`config.mk`:
```
export PLATFORM = sky130hd
export DESIGN_NAME = wb_arbiter
export DESIGN_NICKNAME = d
export VERILOG_FILES = /design/src/rtl/wb_arbiter_pkg.sv /design/src/rtl/wb_chan_fifo.sv /design/src/rtl/wb_arbiter.sv
export SDC_FILE = /design/constraint.sdc
export NUM_CORES = 1
export LEC_CHECK = 0
export BUFFER_PORTS_ARGS = -buffer_cell sky130_fd_sc_hd__buf_2
export CAP_MARGIN = 25
export CORE_ASPECT_RATIO = 1.2
export CORE_MARGIN = 4
export CORE_UTILIZATION = 45
export CTS_BUF_LIST = sky130_fd_sc_hd__clkbuf_2
export CTS_CLUSTER_DIAMETER = 80
export DETAILED_ROUTE_END_ITERATION = 6
export MAX_ROUTING_LAYER = met4
export PLACE_DENSITY = 0.76
export REMOVE_ABC_BUFFERS = 1
export SYNTH_ARGS = -nofsm -noshare
export SYNTH_HDL_FRONTEND = slang
export SYNTH_SLANG_ARGS = --single-unit
```
`constraint.sdc`:
```
create_clock -name clk -period 6.67 [get_ports clk]
set_input_delay 1.0005 -clock clk [delete_from_list [all_inputs] [get_ports clk]]
set_output_delay 1.0005 -clock clk [all_outputs]
set_load 0.02 [all_outputs]
```
`src/rtl/wb_arbiter_pkg.sv`:
```
// Shared types and limits for the writeback arbiter and its per-channel queues.
package wb_arbiter_pkg;

  localparam int unsigned WB_MAX_CH = 8;
  localparam int unsigned WB_RA_W   = 5;
  localparam int unsigned WB_XLEN   = 32;

  typedef struct packed {
    logic [WB_RA_W-1:0] rd;
    logic [WB_XLEN-1:0] data;
  } wb_entry_t;

endpackage

```
`src/rtl/wb_chan_fifo.sv`:
```
// One execution-channel result queue: DEPTH entries, registered count,
// flush clears everything, ready/head/non-empty are combinational views.
module wb_chan_fifo
  import wb_arbiter_pkg::*;
#(
  parameter int unsigned DEPTH   = 2,
  parameter type         entry_t = wb_entry_t
) (
  input  logic   clk,
  input  logic   rst,
  input  logic   flush,
  input  logic   push,
  input  logic   pop,
  input  entry_t din,
  output entry_t head_c,
  output logic   ready_c,
  output logic   nonempty_c
);

  localparam int unsigned PTR_W = $clog2(DEPTH);
  localparam int unsigned CNT_W = $clog2(DEPTH + 1);

  if (DEPTH < 2 || (DEPTH & (DEPTH - 1)) != 0) begin : g_bad_depth
    $error("wb_chan_fifo: DEPTH must be a power of two >= 2");
  end

  entry_t           mem [DEPTH];
  logic [PTR_W-1:0] wptr;
  logic [PTR_W-1:0] rptr;
  logic [CNT_W-1:0] count;
  logic             do_push;
  logic             do_pop;

  // Ready comes only from the registered count: no pass-through when full.
  assign ready_c    = (count < CNT_W'(DEPTH));
  assign nonempty_c = (count != '0);
  assign head_c     = mem[rptr];
  assign do_push    = push && ready_c && !flush;
  assign do_pop     = pop && nonempty_c && !flush;

  // Pointers wrap naturally because DEPTH is a power of two.
  always_ff @(posedge clk or posedge rst) begin
    if (rst) begin
      wptr  <= '0;
      rptr  <= '0;
      count <= '0;
    end else if (flush) begin
      wptr  <= '0;
      rptr  <= '0;
      count <= '0;
    end else begin
      if (do_push) wptr <= wptr + PTR_W'(1);
      if (do_pop)  rptr <= rptr + PTR_W'(1);
      case ({do_push, do_pop})
        2'b10:   count <= count + CNT_W'(1);
        2'b01:   count <= count - CNT_W'(1);
        default: count <= count;
      endcase
    end
  end

  always_ff @(posedge clk) begin
    if (do_push) mem[wptr] <= din;
  end

endmodule

```
`src/rtl/wb_arbiter.sv`:
```
// Writeback arbiter: per-channel result queues, round-robin selection of one
// result per cycle onto the registered register-file write port.
module wb_arbiter
  import wb_arbiter_pkg::*;
#(
  parameter int unsigned NUM_CH = 4,
  parameter int unsigned DEPTH  = 2,
  parameter int unsigned XLEN   = WB_XLEN,
  parameter int unsigned RA_W   = WB_RA_W
) (
  input  logic                       clk,
  input  logic                       rst,
  input  logic                       flush,
  input  logic [NUM_CH-1:0]          ch_valid,
  input  logic [NUM_CH*RA_W-1:0]     ch_rd,
  input  logic [NUM_CH*XLEN-1:0]     ch_data,
  output logic [NUM_CH-1:0]          ch_ready,
  output logic                       wb_en,
  output logic [RA_W-1:0]            wb_rd,
  output logic [XLEN-1:0]            wb_data,
  output logic [$clog2(NUM_CH)-1:0]  wb_src,
  output logic                       busy
);

  localparam int unsigned SRC_W = $clog2(NUM_CH);

  if (NUM_CH < 2 || NUM_CH > WB_MAX_CH) begin : g_bad_num_ch
    $error("wb_arbiter: NUM_CH must be in 2..WB_MAX_CH");
  end

  typedef struct packed {
    logic [RA_W-1:0] rd;
    logic [XLEN-1:0] data;
  } entry_t;

  entry_t             din  [NUM_CH];
  entry_t             head [NUM_CH];
  entry_t             head_sel;
  logic [NUM_CH-1:0]  push;
  logic [NUM_CH-1:0]  pop;
  logic [NUM_CH-1:0]  nonempty;
  logic [SRC_W-1:0]   rr_ptr;
  logic [SRC_W-1:0]   grant;
  logic [SRC_W-1:0]   scan_idx;
  logic               grant_vld;

  for (genvar i = 0; i < NUM_CH; i++) begin : g_ch
    // Writes to x0 handshake normally but never enter the queue.
    assign din[i]  = {ch_rd[i*RA_W +: RA_W], ch_data[i*XLEN +: XLEN]};
    assign push[i] = ch_valid[i] && (ch_rd[i*RA_W +: RA_W] != '0);
    assign pop[i]  = grant_vld && (grant == SRC_W'(i));

    wb_chan_fifo #(
      .DEPTH   (DEPTH),
      .entry_t (entry_t)
    ) u_fifo (
      .clk        (clk),
      .rst        (rst),
      .flush      (flush),
      .push       (push[i]),
      .pop        (pop[i]),
      .din        (din[i]),
      .head_c     (head[i]),
      .ready_c    (ch_ready[i]),
      .nonempty_c (nonempty[i])
    );
  end

  // Round-robin: first non-empty queue after the last grant, with wrap.
  always_comb begin
    grant     = '0;
    grant_vld = 1'b0;
    scan_idx  = '0;
    for (int unsigned k = 1; k <= NUM_CH; k++) begin
      scan_idx = SRC_W'((32'(rr_ptr) + k) % NUM_CH);
      if (!grant_vld && nonempty[scan_idx]) begin
        grant_vld = 1'b1;
        grant     = scan_idx;
      end
    end
  end

  assign head_sel = head[grant];

  // Registered write port; payload holds when nothing is granted.
  always_ff @(posedge clk or posedge rst) begin
    if (rst) begin
      wb_en   <= 1'b0;
      wb_rd   <= '0;
      wb_data <= '0;
      wb_src  <= '0;
      rr_ptr  <= SRC_W'(NUM_CH - 1);
    end else if (flush) begin
      wb_en  <= 1'b0;
      rr_ptr <= SRC_W'(NUM_CH - 1);
    end else begin
      wb_en <= grant_vld;
      if (grant_vld) begin
        wb_rd   <= head_sel.rd;
        wb_data <= head_sel.data;
        wb_src  <= grant;
        rr_ptr  <= grant;
      end
    end
  end

  assign busy = (|nonempty) || wb_en;

endmodule

```
Yosys cells after proc, flatten, opt, wreduce, memory -nomap -nowiden
Memories as Yosys holds them, arrays and structs flattened.
Cells that the tools add are included.
W data, S select, Z words.
{"block": "totals", "memories": 4, "register_bits": 58, "latch_bits": 0, "output_inout_bits": 45, "romBits": 0, "mem_bits_rw": 296}
{"memory": "g_ch[0].u_fifo.mem", "depth": 2, "word_bits": 37, "read_ports": 1, "rd_ports_with_merged_regs": 0, "write_ports": 1, "line_no": "wb_chan_fifo.sv:27", "text": "entry_t mem [DEPTH];"}
{"memory": "g_ch[1].u_fifo.mem", "depth": 2, "word_bits": 37, "read_ports": 1, "rd_ports_with_merged_regs": 0, "write_ports": 1, "line_no": "wb_chan_fifo.sv:27"}
{"memory": "g_ch[2].u_fifo.mem", "depth": 2, "word_bits": 37, "read_ports": 1, "rd_ports_with_merged_regs": 0, "write_ports": 1, "line_no": "wb_chan_fifo.sv:27"}
{"memory": "g_ch[3].u_fifo.mem", "depth": 2, "word_bits": 37, "read_ports": 1, "rd_ports_with_merged_regs": 0, "write_ports": 1, "line_no": "wb_chan_fifo.sv:27"}
{"block": "classes", "shifts": 0, "n_eq_ne": 11, "mux": 54, "reduce_logical": 56, "order_cmp": 9, "addsub": 20, "bitwise": 2, "div_mod_pow": 0, "mul": 0}
{"cell": "$bmux W37 S2", "n": 1}
{"cell": "$mux W37", "n": 2}
{"cell": "$mux W1", "n": 33}
{"cell": "$logic_and A1 B1 Y1", "n": 27}
{"cell": "$reduce_bool A2 Y1", "n": 13}
{"cell": "$mux W2", "n": 10}
{"cell": "$reduce_bool A5 Y1", "n": 4}
{"cell": "$pmux W2 S2", "n": 4}
{"cell": "$add A2 B1 Y2 const B", "n": 6}
{"cell": "$eq A2 B2 Y1 const B", "n": 6}
{"cell": "$lt A2 B3 Y1 const B", "n": 4}
{"cell": "$reduce_bool A3 Y1", "n": 4}
{"cell": "$eq A2 B1 Y1 const B", "n": 5}
{"cell": "$add A1 B1 Y1 const B", "n": 8}
{"cell": "$bmux W1 S2", "n": 4}
{"cell": "$lt A2 B2 Y1 const B", "n": 4}
{"cell": "$sub A2 B1 Y2 const B", "n": 4}
{"cell": "$add A2 B2 Y2 const B", "n": 2}
{"cell": "$logic_not A1 Y1", "n": 4}
{"cell": "$reduce_or A4 Y1", "n": 1}
{"cell": "$ge A3 B3 Y1 const B", "n": 1}
{"cell": "$not A2 Y3", "n": 1}
{"cell": "$logic_not A2 Y1", "n": 1}
{"cell": "$reduce_and A2 Y1", "n": 1}
{"cell": "2 further kinds", "n": 2}

Longest topological paths before layout
Gate-level depths: netlist of the first run.
{"block": "depth", "ltp_word": 20, "depth_mapped": 10, "depth_no_buf": 7}

By module
From an unflattened synthesis of the first run, not the netlist that was laid out.
{"block": "unflattened", "hier_cells": 865, "hier_area_um2": 14823.0}
{"mod": "wb_chan_fifo", "cells_per_inst": 139, "instances": 4, "area_per_inst_um2": 2977.9, "seq_area_each_um2": 2322.2}
{"mod": "wb_arbiter", "cells_per_inst": 309, "instances": 1, "area_per_inst_um2": 2911.5, "seq_area_each_um2": 1053.5}

Worst setup path after synthesis of the first run
No wires, ideal clock.
{"block": "synth_path", "path_kind": "input to register", "startpoint": "in flush", "endpoint": "mem g_ch[1].u_fifo.mem[1][0] (netlist bit) (enable)", "setup_time_ns": 0.485, "path_buffers": 2, "path_stages": 3, "slack_ns": 2.058, "t_arrival_ns": 4.127, "t_required_ns": 6.185, "cell_sequence": "clkbuf_1 clkbuf_1 nor3b_1"}
{"block": "synth_between", "elab_chain_cells": 4}
{"element": "from (decl)", "line_no": "wb_arbiter.sv:13", "text": "input logic flush,"}
{"element": "$logic_not A1 Y1", "line_no": "wb_chan_fifo.sv:38", "text": "assign do_push = push && ready_c && !flush;"}
{"element": "$logic_and A1 B1 Y1", "line_no": "wb_chan_fifo.sv:38"}
{"element": "$mux W1", "line_no": "wb_chan_fifo.sv:63", "text": "if (do_push) mem[wptr] <= din;"}
{"element": "$mux W1 (implied by the code)", "line_no": "wb_chan_fifo.sv:63"}
{"element": "to (decl)", "line_no": "wb_chan_fifo.sv:27"}
Every way passes these cells.

Final worst setup path of the first run
{"block": "layout_path", "startpoint": "reg g_ch[1].u_fifo.count[0]", "endpoint": "out busy"}
{"block": "layout_between", "elab_chain_cells": 3}
{"element": "from (decl)", "line_no": "wb_chan_fifo.sv:30", "text": "logic [CNT_W-1:0] count;"}
{"element": "from (signal assigned)", "line_no": "wb_chan_fifo.sv:55", "text": "2'b10: count <= count + CNT_W'(1);"}
{"element": "from (signal assigned)", "line_no": "wb_chan_fifo.sv:56", "text": "2'b01: count <= count - CNT_W'(1);"}
{"element": "from (signal assigned)", "line_no": "wb_chan_fifo.sv:57", "text": "default: count <= count;"}
{"element": "$reduce_bool A2 Y1", "line_no": "wb_chan_fifo.sv:36", "text": "assign nonempty_c = (count != '0);"}
{"element": "$reduce_or A4 Y1", "line_no": "wb_arbiter.sv:107", "text": "assign busy = (|nonempty) || wb_en;"}
{"element": "$logic_or A1 B1 Y1", "line_no": "wb_arbiter.sv:107"}
{"element": "to (decl)", "line_no": "wb_arbiter.sv:22", "text": "output logic busy"}
Every way passes these cells.

==> flow_summary.json, run 1 <==
{
  "status": "finished, final reports clean",
  "dieHeight_um": 200,
  "yosysWarnings": 0,
  "worst_slew_pin_slew_ns": 0.939,
  "drive_gt1_frac": 0.333,
  "holdWs_ns": 0.310,
  "grt_pass1_wl_um": 49700,
  "hold_viol": 0,
  "grt_max_degree": 63,
  "final_cells": 1571,
  "crit_fanout": 5,
  "drt_iter0_markers": 674,
  "hpwl_um": 20800,
  "ctsResizeCount": 0,
  "powerDensity_nw_per_um2": 416,
  "cp.required_ns": 5.67,
  "cts_sinks": 354,
  "max-cap-violations": 0,
  "core-area_um2": 30400,
  "dp_cells": 1409,
  "initial_core_util": 0.456,
  "layout_common_cells": "edfxtp_1, buf_2, clkbuf_2",
  "cts_buffers": 84,
  "vias": 8478,
  "met1_length_um": 13100,
  "ys_seq_area_frac": 0.747,
  "synth_cells": 853,
  "met3_length_um": 2420,
  "endpoint": "busy",
  "grt-ovfl-total": 0,
  "final_common_cell": "edfxtp_1",
  "via_per_inst": 5.40,
  "drv_slew": 0,
  "final_nets": 1254,
  "finalWirelength_um": 33200,
  "critPathLaunchType": "flip-flop",
  "total_leakage_power_nw": 5.85,
  "worstSetupEndpointType": "output pin",
  "syn_avg_cell_area_um2": 16.2,
  "crit_start": "g_ch[1].u_fifo.count[0]",
  "reg2reg_slack_ns": 3.61,
  "cts.reportedPaths.clkPinSlew_ns": 0.12,
  "cts_htree_levels": 3,
  "worstReg2RegEnd": "wb_data[20]",
  "power_mw": 6.69,
  "ioPinCount": 200,
  "synth_area_um2": 13800,
  "cts_setup_buffers": 0,
  "grt_usage": 0.200,
  "ir_worst_vdd_uv": 275,
  "relSlewSlack": 0.372,
  "fin_crit_sh": 0.524,
  "die_w_um": 168,
  "max_freq_mhz": 286,
  "hold_class": "in2reg",
  "clockRootBuffer": "clkbuf_2",
  "crit_type": "reg2out",
  "timing.rr.start": "g_ch[1].u_fifo.count[0]",
  "nFillCells": 2546,
  "dr.pass1.iters": 5,
  "rsz0062_at_grt": "false",
  "cts_tree": "built",
  "drc_errors": 0,
  "ys_ff_latch": 354,
  "r2r.worst_path.cells": 8,
  "arrival_ns": 2.50,
  "routabilityCongestion": 0.784,
  "setup_viol": 0,
  "clock_skew_ns": 0.0787,
  "synth_cell_type_count": 37,
  "holdBufCountCts": 0,
  "portBuffers": 199,
  "top_layer": "met4",
  "die-area_um2": 33700,
  "antenna_found_initial": 5,
  "num_rows": 70,
  "wl_met2_um": 17100,
  "area_delta_synth_final_pct": 16.3,
  "clk_latency_ns": 0.87,
  "first_global_vias": 8736,
  "wl_per_cell_um": 21.1,
  "cts_buffer_depth": 3,
  "fin_util": 0.530,
  "period_minus_slack_ns": 3.50,
  "final_antenna_net_count": 0
}
[how the worst min path moves through the flow]
stage	start	to	cells after the start
floorplan	g_ch[1].u_fifo.wptr	g_ch[1].u_fifo.wptr	2
global placement	wb_src[0]	wb_src[0]	2
detailed placement	wb_src[0]	wb_src[0]	2
CTS	ch_data[64]	g_ch[2].u_fifo.mem[0][0]	1
global route	ch_data[28]	g_ch[0].u_fifo.mem[1][28]	1
finish	ch_data[64]	g_ch[2].u_fifo.mem[0][0]	1
[worst max-delay path, stage by stage (launching register included)]
cell,delay [ns]
dfrtp_1,0.46
nor2_1,0.30
nand4_1,0.34
or2_2,0.37
buf_2,0.16
[layout make-up]
cell class | count | area, um^2 | share of cell area
Antenna cell | 5 | 12.5 | 0.000777
Clock buffer | 131 | 656 | 0.0407
Clock inverter | 26 | 138 | 0.00855
Inverter | 9 | 33.8 | 0.00210
Multi-Input combinational cell | 431 | 3270 | 0.203
Sequential cell | 354 | 10300 | 0.643
Tap cell | 396 | 495 | 0.0308
Timing Repair Buffer | 219 | 1150 | 0.0712
[cell usage after synthesis]
library cell	instances	area [um^2]
nor2_2	2	12.5
xor2_1	5	43.8
o21ai_0	4	20.0
o211ai_1	4	30.0
buf_6	2	22.5
o22ai_1	2	12.5
edfxtp_1	296	8890
nand2b_1	5	31.3
nor3_1	6	30.0
xnor2_1	10	87.6
a31o_2	1	8.76
inv_2	1	3.75
a31oi_1	1	6.26
clkbuf_1	33	124
buf_1	5	18.8
a21oi_1	45	225
dfrtp_1	56	1400
a221o_1	37	370
a211oi_2	4	50.1
buf_2	15	75.1
nor4_1	1	6.26
nand4_1	1	6.26
nand2_1	9	33.8
nor2_1	21	78.8
o221a_1	1	11.3
a21o_1	1	7.51
a211o_1	1	8.76
inv_1	8	30.0
a211oi_1	108	811
nor3b_1	3	22.5
mux2i_1	76	761
or2_2	4	25.0
or4_1	4	30.0
dfstp_2	2	52.6
nor2b_1	74	463
buf_4	4	30.0
and2_1	1	6.26
[through the flow]
step	cell area, um^2	setup WS, ns	TNS [ns]
4_1_cts	16100	3.09	0
2_1_floorplan	13600	-0.226	-2.05
3_5_place_dp	15300	3.21	0
3_3_place_gp	15300	3.32	0
6_report	16100	3.17	0
5_1_grt	16100	2.98	0
[metal layers]
| metal | track usage | vias up |
|---|---|---|
| met1 | 0.243 | 4182 |
| met5 | - | - |
| met3 | 0.0450 | 43 |
| met2 | 0.334 | 333 |
| li1 | - | 3920 |
| met4 | 0.0606 | 0 |
[flip-flops by register name (all words and copies together) (netlist names)]
register	cells
g_ch.u_fifo.mem	296
wb_data	32
g_ch.u_fifo.count	8
wb_rd	5
g_ch.u_fifo.rptr	4
g_ch.u_fifo.wptr	4
rr_ptr	2
wb_src	2
wb_en	1
[where the power goes]
group / total [mW] / internal (mW) / switching (mW)
Clock: 1.40 / 0.562 / 0.835
Sequential: 2.94 / 2.74 / 0.197
Combinational: 2.35 / 0.848 / 1.51
Total: 6.69 / 4.15 / 2.54
[kinds of logic (layout without fill, tap and decap cells)]
family,count (synthesis),after routing,share of synthesized area
flip-flops,354,354,0.747
multiplexers,76,76,0.0549
AND/OR/NAND/NOR,131,131,0.0539
AO/OA/AOI/OAI,209,209,0.113
XOR/XNOR,15,15,0.00949
buffers and inverters,68,385,0.0220
other,0,5,0
Note: power is estimated with default switching activity, not from simulation.
==> run 2: changes to the inputs <==
- clock period: 6.67 -> 3.49 ns (I/O delays scaled with it)
==> flow_summary.json, run 2 (synthesis results as in run 1) <==
{
  "cts_buffer_depth": 3,
  "crit_fanout": 5,
  "power_frac_seq": 0.435,
  "internal_power_mw": 8.05,
  "largest_reg_flops": 296,
  "clock_skew_ns": 0.0635,
  "fin_crit_sh": 0.854,
  "dp_cells": 1411,
  "cts_tree": "built",
  "hpwl_um": 21600,
  "via_per_inst": 5.38,
  "worst_slew_pin_slew_ns": 0.995,
  "final_common_cell": "edfxtp_1",
  "hold_class": "in2reg",
  "layout_common_cells": "edfxtp_1, buf_2, dlygate4sd3_1",
  "reg.largest.list": "g_ch.u_fifo.mem x296, wb_data x32, g_ch.u_fifo.count x8",
  "powerDensity_nw_per_um2": 738,
  "period_minus_slack_ns": 2.98,
  "grt_pass1_wl_um": 56400,
  "die_w_um": 168,
  "rsz0062_at_grt": "false",
  "portBuffers": 199,
  "placed_area_um2": 15400,
  "crit_start": "g_ch[1].u_fifo.count[0]",
  "max-cap-violations": 0,
  "combPwrFrac": 0.363,
  "area_delta_synth_final_pct": 27.4,
  "ioPinCount": 200,
  "grt_usage": 0.225,
  "drv_slew": 0,
  "total_leakage_power_nw": 6.50,
  "core-area_um2": 30400,
  "dieHeight_um": 200,
  "final_cells": 1717,
  "grt_max_degree": 120,
  "worstSetupEndpointType": "output pin",
  "wl_per_cell_um": 21.4,
  "first_global_vias": 10100,
  "arrival_ns": 2.46,
  "drt_iter0_markers": 550,
  "final_nets": 1404,
  "crit_type": "reg2out",
  "dr.pass1.iters": 4,
  "clk_latency_ns": 0.91,
  "min_from": "flush",
  "final_antenna_net_count": 0,
  "vias": 9232,
  "clockRootBuffer": "clkbuf_2",
  "cts_htree_levels": 3,
  "drc_errors": 0,
  "num_rows": 70,
  "cts.reportedPaths.clkPinSlew_ns": 0.12,
  "status": "finished, final reports clean",
  "hold_viol": 0,
  "cts_buffers": 83,
  "critPathLaunchType": "flip-flop",
  "cts_sinks": 354,
  "switchingPower_mw": 4.97,
  "swShare": 0.382,
  "relSlewSlack": 0.335,
  "routabilityCongestion": 0.784,
  "antenna_found_initial": 3,
  "initial_core_util": 0.456,
  "drive_gt1_frac": 0.300,
  "ctsResizeCount": 0,
  "die-area_um2": 33700,
  "cp.required_ns": 2.97,
  "setup_viol": 0,
  "max_freq_mhz": 336,
  "ir_worst_vdd_uv": 809,
  "largest-register": "g_ch.u_fifo.mem",
  "fin_area_um2": 17600,
  "clkPwrFrac": 0.202,
  "timing.rr.start": "g_ch[0].u_fifo.count[0]",
  "grt-ovfl-total": 0,
  "finalWirelength_um": 36700
}
==> run 2: final timing paths <==
path	slack (ns)	endpoint	cells after the start
setup / recovery	0.51	busy	4
hold / removal	0.10	g_ch[2].u_fifo.wptr	2
setup reg to reg	0.83	wb_data[20]	5
hold reg to reg	0.49	wb_src[1]	1
max in group asynchronous	2.25	g_ch[0].u_fifo.rptr	4
min in group asynchronous	0.14	wb_data[8]	3
==> run 2: routing by layer <==
| metal | routed length, um | track usage | vias to the layer above |
|---|---|---|---|
| met3 | 2370 | 0.0492 | 78 |
| met5 | 0 | - | - |
| met4 | 1190 | 0.0922 | 0 |
| met1 | 13900 | 0.257 | 4557 |
| li1 | - | - | 4222 |
| met2 | 19300 | 0.386 | 375 |
==> run 2: power groups by stage <==
stage	clock network (mW)	registers [mW]	logic [mW]
after detailed placement	0	5.74	4.59
final	2.63	5.66	4.73
after global routing	2.93	5.73	5.12
after floorplan	0	5.98	2.16
after CTS	2.70	5.66	4.73
after global placement	0	5.73	4.42
==> run 2: cell type report <==
cell class	instances	area [um^2]
fillers	2354	12800
flip-flops and latches	354	10300
multi-input cells	431	3270
repair buffers	370	2720
clock buffers	136	681
well taps	396	495
clock inverters	18	86.3
inverters	9	33.8
diodes	3	7.51
==> run 2: timing repair <==
item | CTS | global route
setup endpoints to repair | 0 | 0
hold buffers | 149 | 0
hold endpoints to repair | 309 | 0
setup buffers | 0 | 0
==> run 2: per-stage QoR <==
stage	util	setup WS, ns	power [mW]	hold slack [ns]	setup TNS, ns
global route	0.580	0.305	13.8	0.0267	0
detailed placement	0.506	0.917	10.3	0.467	0
global placement	0.504	0.904	10.1	0.462	0
CTS	0.580	0.408	13.1	0.0237	0
floorplan	-	-3.41	8.14	0.519	-232.14
finish	0.580	0.510	13.0	0.101	0
==> run 2: worst max-delay path, cell delays in order, from the launching register on <==
cell and delay (ns):
dfrtp_1 0.47, nor2_1 0.28, nand4_1 0.30, or2_2 0.36, buf_2 0.16
==> run 3: changes to the inputs <==
- CTS_BUF_LIST: sky130_fd_sc_hd__clkbuf_2 -> sky130_fd_sc_hd__clkbuf_4 sky130_fd_sc_hd__clkbuf_8 sky130_fd_sc_hd__clkbuf_16
==> flow_summary.json, run 3 (synthesis results as in run 1) <==
{
  "status": "finished, final reports clean",
  "fin_util": 0.543,
  "dr.pass1.iters": 5,
  "ioPinCount": 200,
  "routabilityCongestion": 0.784,
  "drv_slew": 0,
  "cts_buffer_depth": 3,
  "max_freq_mhz": 384,
  "final_common_cell": "edfxtp_1",
  "powerDensity_nw_per_um2": 837,
  "crit_fanout": 29,
  "cts_htree_levels": 2,
  "core-area_um2": 30400,
  "fin_crit_sh": 0.746,
  "grt_usage": 0.200,
  "cp.required_ns": 3.93,
  "grt_pass1_wl_um": 50200,
  "hold_class": "in2reg",
  "reg.largest.list": "g_ch.u_fifo.mem x296, wb_data x32, g_ch.u_fifo.count x8",
  "nFillCells": 2438,
  "final_antenna_net_count": 0,
  "critPathLaunchType": "flip-flop",
  "dieHeight_um": 200,
  "final_nets": 1207,
  "period_minus_slack_ns": 2.60,
  "min_from": "ch_data[80]",
  "grt-ovfl-total": 0,
  "initial_core_util": 0.456,
  "via_per_inst": 5.60,
  "total_leakage_power_nw": 5.85,
  "first_global_vias": 8652,
  "setup_viol": 0,
  "area_delta_synth_final_pct": 19.3,
  "num_rows": 70,
  "arrival_ns": 3.05,
  "finalWirelength_um": 33100,
  "reg2reg_slack_ns": 0.89,
  "cts_buffers": 34,
  "vias": 8283,
  "cts_sinks": 354,
  "layout_common_cells": "edfxtp_1, buf_2, a211oi_1",
  "cts_setup_buffers": 0,
  "clock_skew_ns": 0.0106,
  "hold_depth": 1,
  "wl_per_cell_um": 22.4,
  "drt_iter0_markers": 586,
  "ir_worst_vdd_uv": 772,
  "r2r.worst_path.cells": 5,
  "antenna_found_initial": 5,
  "worstSetupEndpointType": "flip-flop",
  "drc_errors": 0,
  "largest_reg_flops": 296,
  "relSlewSlack": 0.333,
  "clk_latency_ns": 0.51,
  "finalSetupTns_ns": 0,
  "portBuffers": 199,
  "die_w_um": 168,
  "hold_viol": 0,
  "drive_gt1_frac": 0.291,
  "worst_slew_pin_slew_ns": 1.00,
  "worstReg2RegEnd": "wb_data[19]",
  "clockRootBuffer": "clkbuf_16",
  "min_to": "g_ch[2].u_fifo.mem[0][16]",
  "max-cap-violations": 0,
  "cts.reportedPaths.clkPinSlew_ns": 0.07,
  "crit_type": "reg2reg",
  "die-area_um2": 33700,
  "grt_max_degree": 120,
  "rsz0062_at_grt": "false",
  "largest-register": "g_ch.u_fifo.mem",
  "cts_tree": "built",
  "hpwl_um": 21600,
  "timing.rr.start": "g_ch[0].u_fifo.count[0]"
}
[run 3: changes by cell type in the layout (fill, tap and decap cells not counted), sizes merged]
cell	change
dlygate4sd3	-148
inv	+1
clkbuf	-85
clkinv	-7
clkinvlp	-2
diode	+3
bufinv	+1
[run 3: critical path: stages (launching register included)]
cell	delay [ns]
dfrtp_1	0.43
o21ai_0	0.44
a211o_2	0.44
nand2_2	0.59
a211oi_1	0.45
a221o_1	0.17
[run 3: worst max path at each step]
stage / from / end / slack, ns / cells past startpoint
after detailed placement: g_ch[0].u_fifo.count[0] / wb_data[14] / 0.92 / 5
after global placement: ch_rd[3] / g_ch[0].u_fifo.mem[0][19] / 0.90 / 5
after floorplan: g_ch[1].u_fifo.count[0] / wb_data[0] / -3.41 / 5
after CTS: g_ch[1].u_fifo.count[0] / busy / 0.86 / 4
after global routing: g_ch[0].u_fifo.count[0] / wb_data[16] / 0.73 / 5
final: g_ch[0].u_fifo.count[0] / wb_data[19] / 0.89 / 5
[run 3: timing repair]
item                      in CTS  in global routing
hold endpoints to repair       3                  0
gates resized for setup        0                  0
hold buffers                   1                  0
[run 3: area by class of cell]
class / instances / area [um^2] / area share
clock inverter: 11 / 113 / 0.00682
multi-input combinational: 431 / 3270 / 0.198
tap: 396 / 495 / 0.0300
timing repair buffer: 222 / 1240 / 0.0749
antenna: 6 / 15.0 / 0.000909
inverter: 9 / 33.8 / 0.00205
sequential: 354 / 10300 / 0.627
clock buffer: 51 / 1000 / 0.0608
[run 3: power by group]
part / total [mW] / leakage (nW) / internal (mW) / switching [mW]
Combinational: 4.54 / 1.86 / 1.68 / 2.86
Sequential: 5.66 / 3.43 / 5.25 / 0.412
Clock: 3.63 / 0.562 / 2.10 / 1.53
[run 3: stage by stage]
stage / power (mW) / area, um^2 / hold WS, ns / std cells / setup slack [ns]
floorplan: 8.14 / 13600 / 0.519 / 794 / -3.41
global placement: 10.1 / 15300 / 0.462 / 1409 / 0.904
detailed placement: 10.3 / 15400 / 0.467 / 1411 / 0.917
CTS: 13.9 / 16500 / 0.176 / 1474 / 0.860
global route: 14.5 / 16500 / 0.180 / 1479 / 0.728
finish: 13.8 / 16500 / 0.196 / 1480 / 0.888
[run 3: metal layers]
layer	up-vias	GRT usage	routed length [um]
li1	3771	-	-
met1	4174	0.247	13200
met5	-	-	0
met2	278	0.342	17200
met4	0	0.0652	945
met3	60	0.0276	1790
